--- config.mk ---
export PLATFORM = sky130hd
export DESIGN_NAME = lutram_fifo
export DESIGN_NICKNAME = d
export VERILOG_FILES = /design/src/rtl/lutram_pkg.sv /design/src/rtl/lutram_fifo_mem.sv /design/src/rtl/lutram_fifo.sv
export SDC_FILE = /design/constraint.sdc
export NUM_CORES = 1
export LEC_CHECK = 0
export CAP_MARGIN = 20
export CORE_MARGIN = 10
export CORE_UTILIZATION = 46
export DETAILED_ROUTE_END_ITERATION = 8
export PLACE_DENSITY = 0.66
export SLEW_MARGIN = 20
export SYNTH_ARGS = -nofsm -noshare
export SYNTH_HDL_FRONTEND = slang
export SYNTH_SLANG_ARGS = --single-unit
--- constraint.sdc ---
create_clock -name WCLK -period 6 [get_ports WCLK]
set_input_delay 1.8 -clock WCLK [delete_from_list [all_inputs] [get_ports WCLK]]
set_output_delay 1.8 -clock WCLK [all_outputs]
set_load 0.02 [all_outputs]
--- src/rtl/lutram_pkg.sv ---
// Shared sizing constants and types for the 16-entry distributed-RAM FIFO.
package lutram_pkg;
  localparam int LUTRAM_DEPTH = 16;
  localparam int LUTRAM_AW    = 4;
  localparam int CNT_W        = 5;

  typedef logic [LUTRAM_AW-1:0] ptr_t;
  typedef logic [CNT_W-1:0]     cnt_t;
endpackage

--- src/rtl/lutram_fifo_mem.sv ---
// Storage array: one 16x1 dual-port distributed RAM (RAM16X1D shape) per data bit.
module lutram_fifo_mem
  import lutram_pkg::*;
#(
  parameter int WIDTH = 8
) (
  input  logic             WCLK,
  input  logic             we,
  input  ptr_t             a,
  input  logic [WIDTH-1:0] d,
  input  ptr_t             dpra,
  output logic [WIDTH-1:0] dpo
);

  // Synchronous write on A, asynchronous read on DPRA; SPO is not needed.
  for (genvar b = 0; b < WIDTH; b++) begin : g_ram16x1d
    logic [LUTRAM_DEPTH-1:0] cells;

    always_ff @(posedge WCLK) begin
      if (we) cells[a] <= d[b];
    end

    assign dpo[b] = cells[dpra];
  end

endmodule

--- src/rtl/lutram_fifo.sv ---
// 16-entry FIFO with a first-word-fall-through output register in front of the RAM read port.
module lutram_fifo
  import lutram_pkg::*;
#(
  parameter int WIDTH = 8
) (
  input  logic             WCLK,
  input  logic             CLR,
  input  logic             flush,
  input  logic             wr_en,
  input  logic [WIDTH-1:0] wr_data,
  output logic             full,
  input  logic             rd_en,
  output logic [WIDTH-1:0] rd_data,
  output logic             rd_valid,
  output logic [4:0]       level,
  output logic             overflow,
  output logic             underflow
);

  ptr_t             wr_ptr;
  ptr_t             rd_ptr;
  cnt_t             ram_cnt;
  logic [WIDTH-1:0] dpo;
  logic             wr_acc;
  logic             pop;
  logic             load;

  assign full   = (ram_cnt == cnt_t'(LUTRAM_DEPTH));
  assign level  = ram_cnt + cnt_t'(rd_valid);
  assign wr_acc = wr_en & ~full & ~flush;
  assign pop    = rd_en & rd_valid;
  // Refill the output register whenever it is empty or being consumed this cycle.
  assign load   = (~rd_valid | pop) & (ram_cnt != '0) & ~flush;

  lutram_fifo_mem #(
    .WIDTH (WIDTH)
  ) u_mem (
    .WCLK (WCLK),
    .we   (wr_acc),
    .a    (wr_ptr),
    .d    (wr_data),
    .dpra (rd_ptr),
    .dpo  (dpo)
  );

  always_ff @(posedge WCLK or posedge CLR) begin
    if (CLR) begin
      wr_ptr    <= '0;
      rd_ptr    <= '0;
      ram_cnt   <= '0;
      rd_data   <= '0;
      rd_valid  <= 1'b0;
      overflow  <= 1'b0;
      underflow <= 1'b0;
    end else if (flush) begin
      wr_ptr    <= '0;
      rd_ptr    <= '0;
      ram_cnt   <= '0;
      rd_data   <= '0;
      rd_valid  <= 1'b0;
      overflow  <= 1'b0;
      underflow <= 1'b0;
    end else begin
      if (wr_acc) wr_ptr <= wr_ptr + ptr_t'(1);

      if (load) begin
        rd_data  <= dpo;
        rd_valid <= 1'b1;
        rd_ptr   <= rd_ptr + ptr_t'(1);
      end else if (pop) begin
        rd_valid <= 1'b0;
      end

      ram_cnt <= ram_cnt + cnt_t'(wr_acc) - cnt_t'(load);

      if (wr_en & full)      overflow  <= 1'b1;
      if (rd_en & ~rd_valid) underflow <= 1'b1;
    end
  end

endmodule

; Word level (Yosys, flattened, before mapping)
; Cells that the tools add are included.
[totals]
register_bits = 152
input_bits = 13
output_inout_bits = 17
word_cells = 82
[classes]
add_sub_neg = 5
n_lt_le_gt_ge = 3
n_eq_ne = 1
muxes = 40
n_bitwise = 11
reduce_logical = 7
[ops]
columns = op, n
row1 = $bwmux W16, 8
row2 = $bmux W1 S4, 8
row3 = $mux W1, 16
row4 = $mux W4, 4
row5 = $mux W8, 2
row6 = $add A5 B1 Y5, 2
row7 = $lt A4 B5 Y1 const B, 2
row8 = $add A4 B1 Y4 const B, 2
row9 = $reduce_bool A2 Y1, 4
row10 = $and A1 B1 Y1, 7
row11 = $eq A5 B5 Y1 const B, 1
row12 = $mux W5, 1
row13 = $reduce_bool A5 Y1, 1
row14 = $sub A5 B1 Y5, 1
row15 = $demux W1 S4, 1
row16 = $ge A4 B1 Y1 const B, 1
row17 = $not A1 Y1, 3
row18 = $reduce_bool A3 Y1, 1
row19 = $logic_and A1 B1 Y1, 1
row20 = $or A1 B1 Y1, 1

; Longest topological paths before layout
; Gate-level depths: netlist of run 1.
[logic_depth]
depth_word = 7
ltp_mapped = 16
ltp_nobuf = 15

; Cells and area by module
; Synthesis of run 1 repeated with hierarchy kept, for this count alone.
[unflattened]
cells_unflattened = 345
hier_area_um2 = 6274.8
[by_module_without_submodules]
columns = mod, n_inst, cells_each, area_per_inst_um2, seq_area_each_um2
row1 = lutram_fifo_mem, 1, 221, 4987.3, 3843.7
row2 = lutram_fifo, 1, 124, 1287.5, 600.6

; Worst setup path before layout of run 1
; Ideal clock, no wire load.
[synth_timing]
kind = input to register
start = in flush
end = reg ram_cnt[4]
setup_ns = 0.123
t_arrival_ns = 3.593
required_ns = 5.877
slack_ns = 2.284
path_stages = 12
path_buffers = 1
path_cell_list = buf_6 -> nor3_1 -> inv_1 -> ha_1 -> inv_1 -> ha_1 -> inv_1 -> fa_1 -> nor2b_1 -> o21bai_1 -> a21oi_1 -> nor3b_1
[synth_via]
elab_chain_cells = 5
elab_cells_between_ends = 6
classes_between = add/sub (2) / mux (1) / bitwise (3)
[synth_rtl]
columns = item, line
row1 = from (decl), lutram_fifo.sv:9  ; input logic flush,
row2 = $not A1 Y1, "lutram_fifo.sv:31, lutram_fifo.sv:34"
row3 = $and A1 B1 Y1, lutram_fifo.sv:31  ; assign wr_acc = wr_en & ~full & ~flush;
row4 = $add A5 B1 Y5, lutram_fifo.sv:75  ; ram_cnt <= ram_cnt + cnt_t'(wr_acc) - cnt_t'(load);
row5 = $sub A5 B1 Y5, lutram_fifo.sv:75
row6 = $mux W5 (*), lutram_fifo.sv:56  ; end else if (flush) begin
row7 = to (signal assigned), lutram_fifo.sv:75
row8 = to (decl), lutram_fifo.sv:23  ; cnt_t ram_cnt;
; Every way passes the cells marked *; elsewhere a longest branch is shown, timed or not.
; A chain may end at the register's enable or synchronous reset.

; Worst setup path after layout of run 1
; Same ends and word-level chain as after synthesis.

==> out/metrics.yaml, run 1 <==
wire_per_inst_um: 20.9
place_hpwl_mm: 7.56
multi_input_area_mm2: 0.00174
syn-num-nets: 374
diodes: 0
place_congestion: 0.784
root_buffer: "clkbuf_16"
crit_top_cell: "inv_1"
ios: 30
rows: 42
clock_latency_ns: 0.42
grt_pass1_vias: 3289
cts.sinks: 152
start_kind: "primary input"
cts_made_buffers: 17
combPwrFrac: 0.260
setup_tns_ns: 0
slew_violations: 0
fmax_ghz: 0.243
grtUsageTotal: 0.137
slew_headroom: 0.357
synth_compound_area_frac: 0.0267
final.min_clock_period_ns: 4.11
avgSynthCellArea_um2: 18.5
setup_ws_ns: 1.89
cp_max_fo: 29
synth_ff_type: "edfxtp_1"
cap_violations: 0
power_frac_clock: 0.314
die_area_mm2: 0.0190
setup_violations: 0
vias_per_cell: 5.44
portBuffers: 29
synth_fa_ha_area_frac: 0.0325
grt_antenna_before_repair: 0
p_sw_mw: 0.887
arrival_ns: 4.42
syn_area_mm2: 0.00638
synth_xor_area_frac: 0.0151
grt_max_degree: 36
pwr-share-seq: 0.427
yosysWarnings: 0
finalClockSkew_ns: 0.00736
cts_resized: 0
ys_async_sr_fraction: 0.158
start_util: 0.476
clockBufferDepth: 2
synth-edff-count: 128
die_w_um: 138
synth_top_family_by_area: "multiplexers"
via_count: 3095
drt_wl_total_mm: 11.9
slowest_stage: "nor3_1"
swShare: 0.290
outcome: "complete, no violations"
cellLeakagePower_nw: 2.48
hold_viol_final: 0
cp.required_ns: 6.31
cts_setup_buffers: 0
layout-drive-gt1-share: 0.206
max_stage_delay_ns: 0.42
seq_area_frac_synth: 0.696
dr.pass1.iters: 4
area_growth_pct: 14.9
ys_ff_latch: 152
cts_tree: "yes"
rsz0062_at_grt: "no"
yosys.area_share.simple: 0.0588
dieHeight_um: 138
grt_pass1_wl_mm: 18.8
drc_errors: 0
crit_chain: "clkdlybuf4s50_1, buf_4, nor3_1, inv_1, ha_1, inv_1, ha_1, inv_1, fa_1, nor2b_1, o21bai_1, nand3_1, nor3b_1"
peakVddDrop_v: 0.000221
min_period_over_period: 0.685
hold_class: "register to register"
postRouteAntennaNets: 0
place_ws_ns: 1.51
endpoint_kind: "register"
power.density_mw_per_mm2: 418
htreeDepth: 4
synth_cells: 345
tightest_slew_ns: 0.960
coreArea_mm2: 0.0134
seq_area_mm2: 0.00445
synth_cell_type_count: 35
nets: 410
drt_iter0_markers: 162
path_clk_slew_ns: 0.06
synth.area.mux_share: 0.139
cts.hold.buffers_added: 0
p_int_mw: 2.18
fill_cells: 1048
grt-ovfl-total: 0
worstSetupPathType: "primary input to register"
==> power groups by stage <==
stage | Clock, mW | Combinational (mW) | Sequential [mW]
after floorplan | 0 | 0.610 | 1.32
after global placement | 0 | 0.795 | 1.33
after detailed placement | 0 | 0.808 | 1.33
after CTS | 0.983 | 0.814 | 1.31
after global routing | 1.03 | 0.878 | 1.32
final | 0.960 | 0.796 | 1.31
==> path summary, 6_finish.rpt <==
| path | start | end | slack [ns] | cells past startpoint |
|---|---|---|---|---|
| min in group asynchronous | CLR | rd_valid | 1.90 | 2 |
| min reg2reg | overflow | overflow | 0.49 | 2 |
| max in group asynchronous | CLR | rd_ptr[0] | 3.47 | 2 |
| max reg2reg | ram_cnt[2] | ram_cnt[4] | 2.95 | 15 |
| min | overflow | overflow | 0.49 | 2 |
| max | flush | ram_cnt[4] | 1.89 | 13 |
==> cell usage in the layout, fill, tap and decap left out, drive strengths merged, types with 3 or more instances in the layout <==
cell type	count
clkbuf	18
inv	17
clkdlybuf4s50	29
xor2	6
mux4	32
ha	15
nor3	7
buf	6
dfrtp	24
nor2b	3
xnor2	5
nand3	7
nand2	10
nand3b	8
mux2i	16
o221ai	8
edfxtp	128
clkinv	7
clkinvlp	3
nor2	23
a21oi	7
==> kinds of logic after synthesis <==
| group | after synthesis |
|---|---|
| and+or+nand+nor | 68 |
| muxes | 48 |
| adders and majority gates | 16 |
| AOI/OAI and AO/OA | 17 |
| DFF | 152 |
| xor gates and xnor gates | 11 |
| buffers and inverters | 33 |
==> critical path, delay by kind of cell <==
| family | cells | cell delay (ns) |
|---|---|---|
| AOI/OAI and AO/OA | 1 | 0.09 |
| adders and majority gates | 3 | 0.82 |
| buffers and inverters | 5 | 0.83 |
| and+or+nand+nor | 4 | 0.88 |
==> metrics by stage <==
step	area, µm²	hold slack, ns	instances	utilization	power (mW)
floorplan	6380	0.556	345	-	1.93
global placement	6800	0.479	538	0.507	2.12
detailed placement	6800	0.483	538	0.507	2.14
CTS	7330	0.498	569	0.547	3.10
global route	7330	0.540	569	0.547	3.22
finish	7330	0.494	569	0.547	3.06
==> sequential cells by signal, summed over array words and instances (netlist names) <==
signal / count
u_mem.g_ram16x1d.cells: 128
rd_valid: 1
rd_ptr: 4
wr_ptr: 4
underflow: 1
ram_cnt: 5
overflow: 1
rd_data: 8
==> synth_stat cells (all sizes together), types with 2 or more instances <==
| cell | count | area, µm² |
|---|---|---|
| nand3b | 8 | 60.1 |
| xnor2 | 5 | 43.8 |
| o221ai | 8 | 120 |
| mux4 | 32 | 728 |
| a21oi | 7 | 35.0 |
| dfrtp | 24 | 601 |
| nand2b | 2 | 12.5 |
| nand3 | 7 | 35.0 |
| edfxtp | 128 | 3840 |
| xor2 | 6 | 52.6 |
| nand2 | 10 | 45.0 |
| inv | 15 | 56.3 |
| clkbuf | 4 | 15.0 |
| buf | 14 | 129 |
| nor2b | 3 | 18.8 |
| nor3 | 7 | 35.0 |
| ha | 15 | 188 |
| mux2i | 16 | 160 |
| nor2 | 23 | 86.3 |
==> layout make-up <==
cell class / count / share of cell area
flip-flops and latches: 152 / 0.607
multi-input cells: 160 / 0.237
clock buffers: 18 / 0.0585
repair buffers: 35 / 0.0457
well taps: 176 / 0.0300
clock inverters: 13 / 0.0145
inverters: 15 / 0.00768
==> routing by layer <==
layer / global-route usage / vias up / share of wire
met5: 0 / - / 0
met1: 0.169 / 1598 / 0.42
met3: 0.0492 / 10 / 0.061
li1: - / 1417 / -
met4: 0.0452 / 0 / 0.0072
met2: 0.221 / 70 / 0.51
No activity file was read; power rests on OpenSTA's default activity.
==> run 2, diff against run 1 <==
- clock period: 6 -> 4.18 ns (I/O delays scaled with it)
==> out/metrics.yaml, run 2 (synthesized netlist as in run 1, its figures left out) <==
outcome: "complete, no violations"
cts_tree: "yes"
power.density_mw_per_mm2: 597
p_sw_mw: 1.30
fmax_ghz: 0.292
cap_violations: 0
diodes: 0
arrival_ns: 3.74
rsz0062_at_grt: "no"
grt_util_met2: 0.231
die_area_mm2: 0.0190
cp.required_ns: 4.49
slowest_stage: "clkdlybuf4s50_1"
area_growth_pct: 16.4
htreeDepth: 4
biggestRegsByFlops: "u_mem.g_ram16x1d.cells x128, rd_data x8, ram_cnt x5"
largest_reg_flops: 128
power_frac_clock: 0.313
drc_errors: 0
largest-register: "u_mem.g_ram16x1d.cells"
grt_antenna_before_repair: 0
drt_iter0_markers: 232
clockBufferDepth: 2
p_int_mw: 3.13
grt_pass1_wl_mm: 19.5
coreArea_mm2: 0.0134
rows: 42
start_kind: "primary input"
cellLeakagePower_nw: 2.56
cts_setup_buffers: 0
dr.pass1.iters: 4
fin_hold_ws_ns: 0.497
root_buffer: "clkbuf_16"
vias_per_cell: 5.41
p_total_mw: 4.43
cts.hold.buffers_added: 0
path_clk_slew_ns: 0.06
setup_tns_ns: 0
ios: 30
crit_top_cell: "inv_1"
swShare: 0.293
cp_max_fo: 5
met1_usage: 0.171
cts_made_buffers: 17
stdcell_count: 583
fill_cells: 1050
dpl.cell_count: 551
hold_viol_final: 0
min_period_over_period: 0.820
hp-start: "overflow"
combPwrFrac: 0.252
start_util: 0.476
postRouteAntennaNets: 0
finalClockSkew_ns: 0.0154
met3_usage: 0.0433
layout_common_cells: "edfxtp_1 (128), mux4_2 (30), clkdlybuf4s50_1 (29)"
max_stage_delay_ns: 0.55
cts_resized: 0
place_hpwl_mm: 7.93
peakVddDrop_v: 0.000314
grt.busiest_layer: "met2"
final_common_cell: "edfxtp_1"
grt_pass1_vias: 3360
slew_headroom: 0.360
crit_chain: "clkdlybuf4s50_1, inv_1, nor3_1, inv_1, ha_1, inv_1, ha_1, inv_1, fa_1, nor2b_1, o21bai_1, nand3_1, nor3b_1"
grt_max_degree: 34
clock_latency_ns: 0.42
place_congestion: 0.809
layout-drive-gt1-share: 0.229
r2r-start: "ram_cnt[2]"
final.min_clock_period_ns: 3.43
worstSetupPathType: "primary input to register"
portBuffers: 29
tightest_slew_ns: 0.959
hold_class: "register to register"
drt_wl_total_mm: 12.5
die_w_um: 138
startpoint: "wr_en"
endpoint_kind: "register"
grtUsageTotal: 0.141
slew_violations: 0
setup_violations: 0
grt-ovfl-total: 0
cts.sinks: 152
via_count: 3153
wire_per_inst_um: 21.4
nets: 423
dieHeight_um: 138
pwr-share-seq: 0.435
-- run 2: cell count changes in the layout (fill, tap and decap cells not counted) --
cell / before / now
inv_6: 2 / 3
clkinv_1: 2 / 1
buf_4: 6 / 19
clkinvlp_4: 3 / 1
clkbuf_1: 1 / 4
-- run 2: metal layers --
layer  vias up  wire length (µm)
met4         0               256
met1      1608              5180
met3        20               761
met2        90              6270
met5         -                 0
li1       1435                 -
-- run 2: final timing paths --
| kind | slack, ns | cells after the start | endpoint |
|---|---|---|---|
| setup / recovery | 0.75 | 13 | ram_cnt[4] |
| hold / removal | 0.50 | 2 | overflow |
| setup reg to reg | 1.04 | 14 | ram_cnt[4] |
| hold reg to reg | 0.50 | 2 | overflow |
| max in group asynchronous | 2.17 | 2 | rd_ptr[0] |
| min in group asynchronous | 1.37 | 2 | rd_ptr[2] |
-- run 2: critical path, delay by kind of cell --
family | cells | cell delay (ns)
buffers and inverters | 5 | 0.83
adders and majority gates | 3 | 0.83
AOI/OAI and AO/OA | 1 | 0.12
and+or+nand+nor | 4 | 0.71
-- run 2: stage by stage --
stage	cell area [µm²]	worst slack, ns	util
after floorplan	6380	1.01	-
after global placement	6890	0.523	0.514
after detailed placement	6900	0.371	0.515
after CTS	7430	0.741	0.555
after global routing	7430	0.616	0.555
final	7430	0.754	0.555
-- run 2: cell type report --
class,count,area [µm²],share of cell area
repair buffers,48,433,0.0582
well taps,176,220,0.0296
flip-flops and latches,152,4450,0.598
clock buffers,21,440,0.0593
inverters,15,56.3,0.00758
multi-input cells,160,1740,0.234
clock inverters,11,96.3,0.0130
-- run 2: power groups by stage --
stage	clock network [mW]	registers (mW)	logic [mW]
floorplan	0	1.89	0.876
global placement	0	1.95	1.10
detailed placement	0	1.96	1.12
CTS	1.41	1.93	1.13
global route	1.49	1.95	1.22
finish	1.39	1.93	1.12
==> run 3, diff against run 2 <==
- clock period: 4.18 -> 3.3 ns (I/O delays scaled with it)
==> out/metrics.yaml, run 3 (synthesized netlist as in run 1, its figures left out) <==
outcome: "complete, no violations"
slew_violations: 0
cts.sinks: 152
largest_reg_flops: 128
coreArea_mm2: 0.0134
crit_top_cell: "inv_1"
endpoint_kind: "output pin"
area_growth_pct: 19.1
final.min_clock_period_ns: 3.11
r2r-start: "ram_cnt[3]"
grt_max_degree: 34
grt_antenna_before_repair: 0
postRouteAntennaNets: 0
cap_violations: 0
grt_util_met2: 0.221
fmax_ghz: 0.322
place_congestion: 0.751
rsz0062_at_grt: "no"
cellLeakagePower_nw: 2.65
ios: 30
dpl.cell_count: 562
portBuffers: 29
met3_usage: 0.0353
vias_per_cell: 5.44
cp_num_buf_inv: 3
cp.required_ns: 2.31
layout-drive-gt1-share: 0.254
layout_common_cells: "edfxtp_1 (128), mux4_2 (30), clkdlybuf4s50_1 (29), buf_4 (29)"
p_total_mw: 5.89
final_common_cell: "edfxtp_1"
cts_tree: "yes"
r2r_cells: 14
stdcell_count: 594
biggestRegsByFlops: "u_mem.g_ram16x1d.cells x128, rd_data x8, ram_cnt x5"
power.density_mw_per_mm2: 775
wire_per_inst_um: 20.6
grt_pass1_vias: 3420
cp_top_family: "buffers and inverters"
tightest_slew_ns: 0.654
root_buffer: "clkbuf_16"
cp_max_fo: 4
cts_resized: 0
rows: 42
arrival_ns: 2.12
nets: 434
fin_area_mm2: 0.00760
peakVddDrop_v: 0.000421
hold_end: "overflow"
drc_errors: 0
whs_path_depth: 2
hold_class: "register to register"
placed_area_mm2: 0.00699
dr.pass1.iters: 4
drt_wl_total_mm: 12.3
path_clk_slew_ns: 0.06
htreeDepth: 4
start_kind: "register"
grt.busiest_layer: "met2"
via_count: 3232
slowest_stage: "clkdlybuf4s50_1"
grtUsageTotal: 0.138
clockBufferDepth: 2
hold_viol_final: 0
max_stage_delay_ns: 0.63
hp-start: "overflow"
setup_violations: 0
drt_iter0_markers: 263
grt_pass1_wl_mm: 19.3
crit_chain: "inv_1, ha_1, nand4bb_1, inv_1, clkdlybuf4s50_1"
die_area_mm2: 0.0190
cts.hold.buffers_added: 0
clock_latency_ns: 0.41
grt-ovfl-total: 0
met1_usage: 0.175
die_w_um: 138
min_period_over_period: 0.942
cts_setup_buffers: 0
r2r_end: "ram_cnt[4]"
finalClockSkew_ns: 0.00841
dieHeight_um: 138
start_util: 0.476
r2r_setup_slack_ns: 0.43
cts_made_buffers: 17
slew_headroom: 0.564
diodes: 0
largest-register: "u_mem.g_ram16x1d.cells"
worstSetupPathType: "register to output pin"
place_hpwl_mm: 7.89
-- run 3: changes by cell type in the layout (fill, tap and decap cells not counted), sizes merged --
cell      change
buf          +11
bufinv        +2
clkbuf        -4
clkinv        -2
clkinvlp      +1
inv           +3
-- run 3: area by class of cell --
cell class | count | area, µm²
Sequential cell | 152 | 4450
Tap cell | 176 | 220
Timing Repair Buffer | 59 | 528
Fill cell | 1037 | 5800
Inverter | 15 | 56.3
Clock buffer | 17 | 425
Multi-Input combinational cell | 160 | 1740
Clock inverter | 15 | 190
-- run 3: metal layers --
metal | share of wire | vias up
li1 | - | 1458
met4 | 0.015 | 0
met3 | 0.056 | 12
met5 | 0 | -
met1 | 0.42 | 1677
met2 | 0.50 | 85
-- run 3: worst reg2reg max path: stages, from the launching register on --
cell	delay, ns
dfrtp_1	0.44
inv_1	0.10
ha_1	0.17
or4b_4	0.53
nand2_4	0.08
nor2_1	0.04
ha_1	0.26
inv_1	0.06
ha_1	0.15
inv_1	0.05
fa_1	0.36
nor2b_1	0.16
o21bai_1	0.10
nand3_1	0.09
nor3b_1	0.18
-- run 3: worst max path at each step --
| stage | from | to | slack, ns | depth (start not counted) |
|---|---|---|---|---|
| global placement | wr_en | ram_cnt[4] | -0.006 | 13 |
| finish | ram_cnt[3] | full | 0.19 | 5 |
| detailed placement | wr_en | ram_cnt[4] | -0.08 | 13 |
| CTS | ram_cnt[3] | full | 0.16 | 5 |
| global route | ram_cnt[3] | full | 0.08 | 5 |
| floorplan | flush | ram_cnt[4] | 0.39 | 12 |
-- run 3: through the flow --
step / hold WS, ns / setup WS [ns] / setup TNS, ns / util
4_1_cts: 0.501 / 0.156 / 0 / 0.567
6_report: 0.495 / 0.193 / 0 / 0.567
2_1_floorplan: 0.556 / 0.394 / 0 / -
3_3_place_gp: 0.485 / -0.00578 / -0.00578 / 0.521
3_5_place_dp: 0.487 / -0.0842 / -0.0842 / 0.521
5_1_grt: 0.510 / 0.0786 / 0 / 0.567
-- run 3: power breakdown --
group	switching, mW	leakage [nW]	internal, mW
Combinational	0.732	0.885	0.777
Clock	0.790	0.297	1.21
Sequential	0.171	1.47	2.21
Total	1.69	2.65	4.20
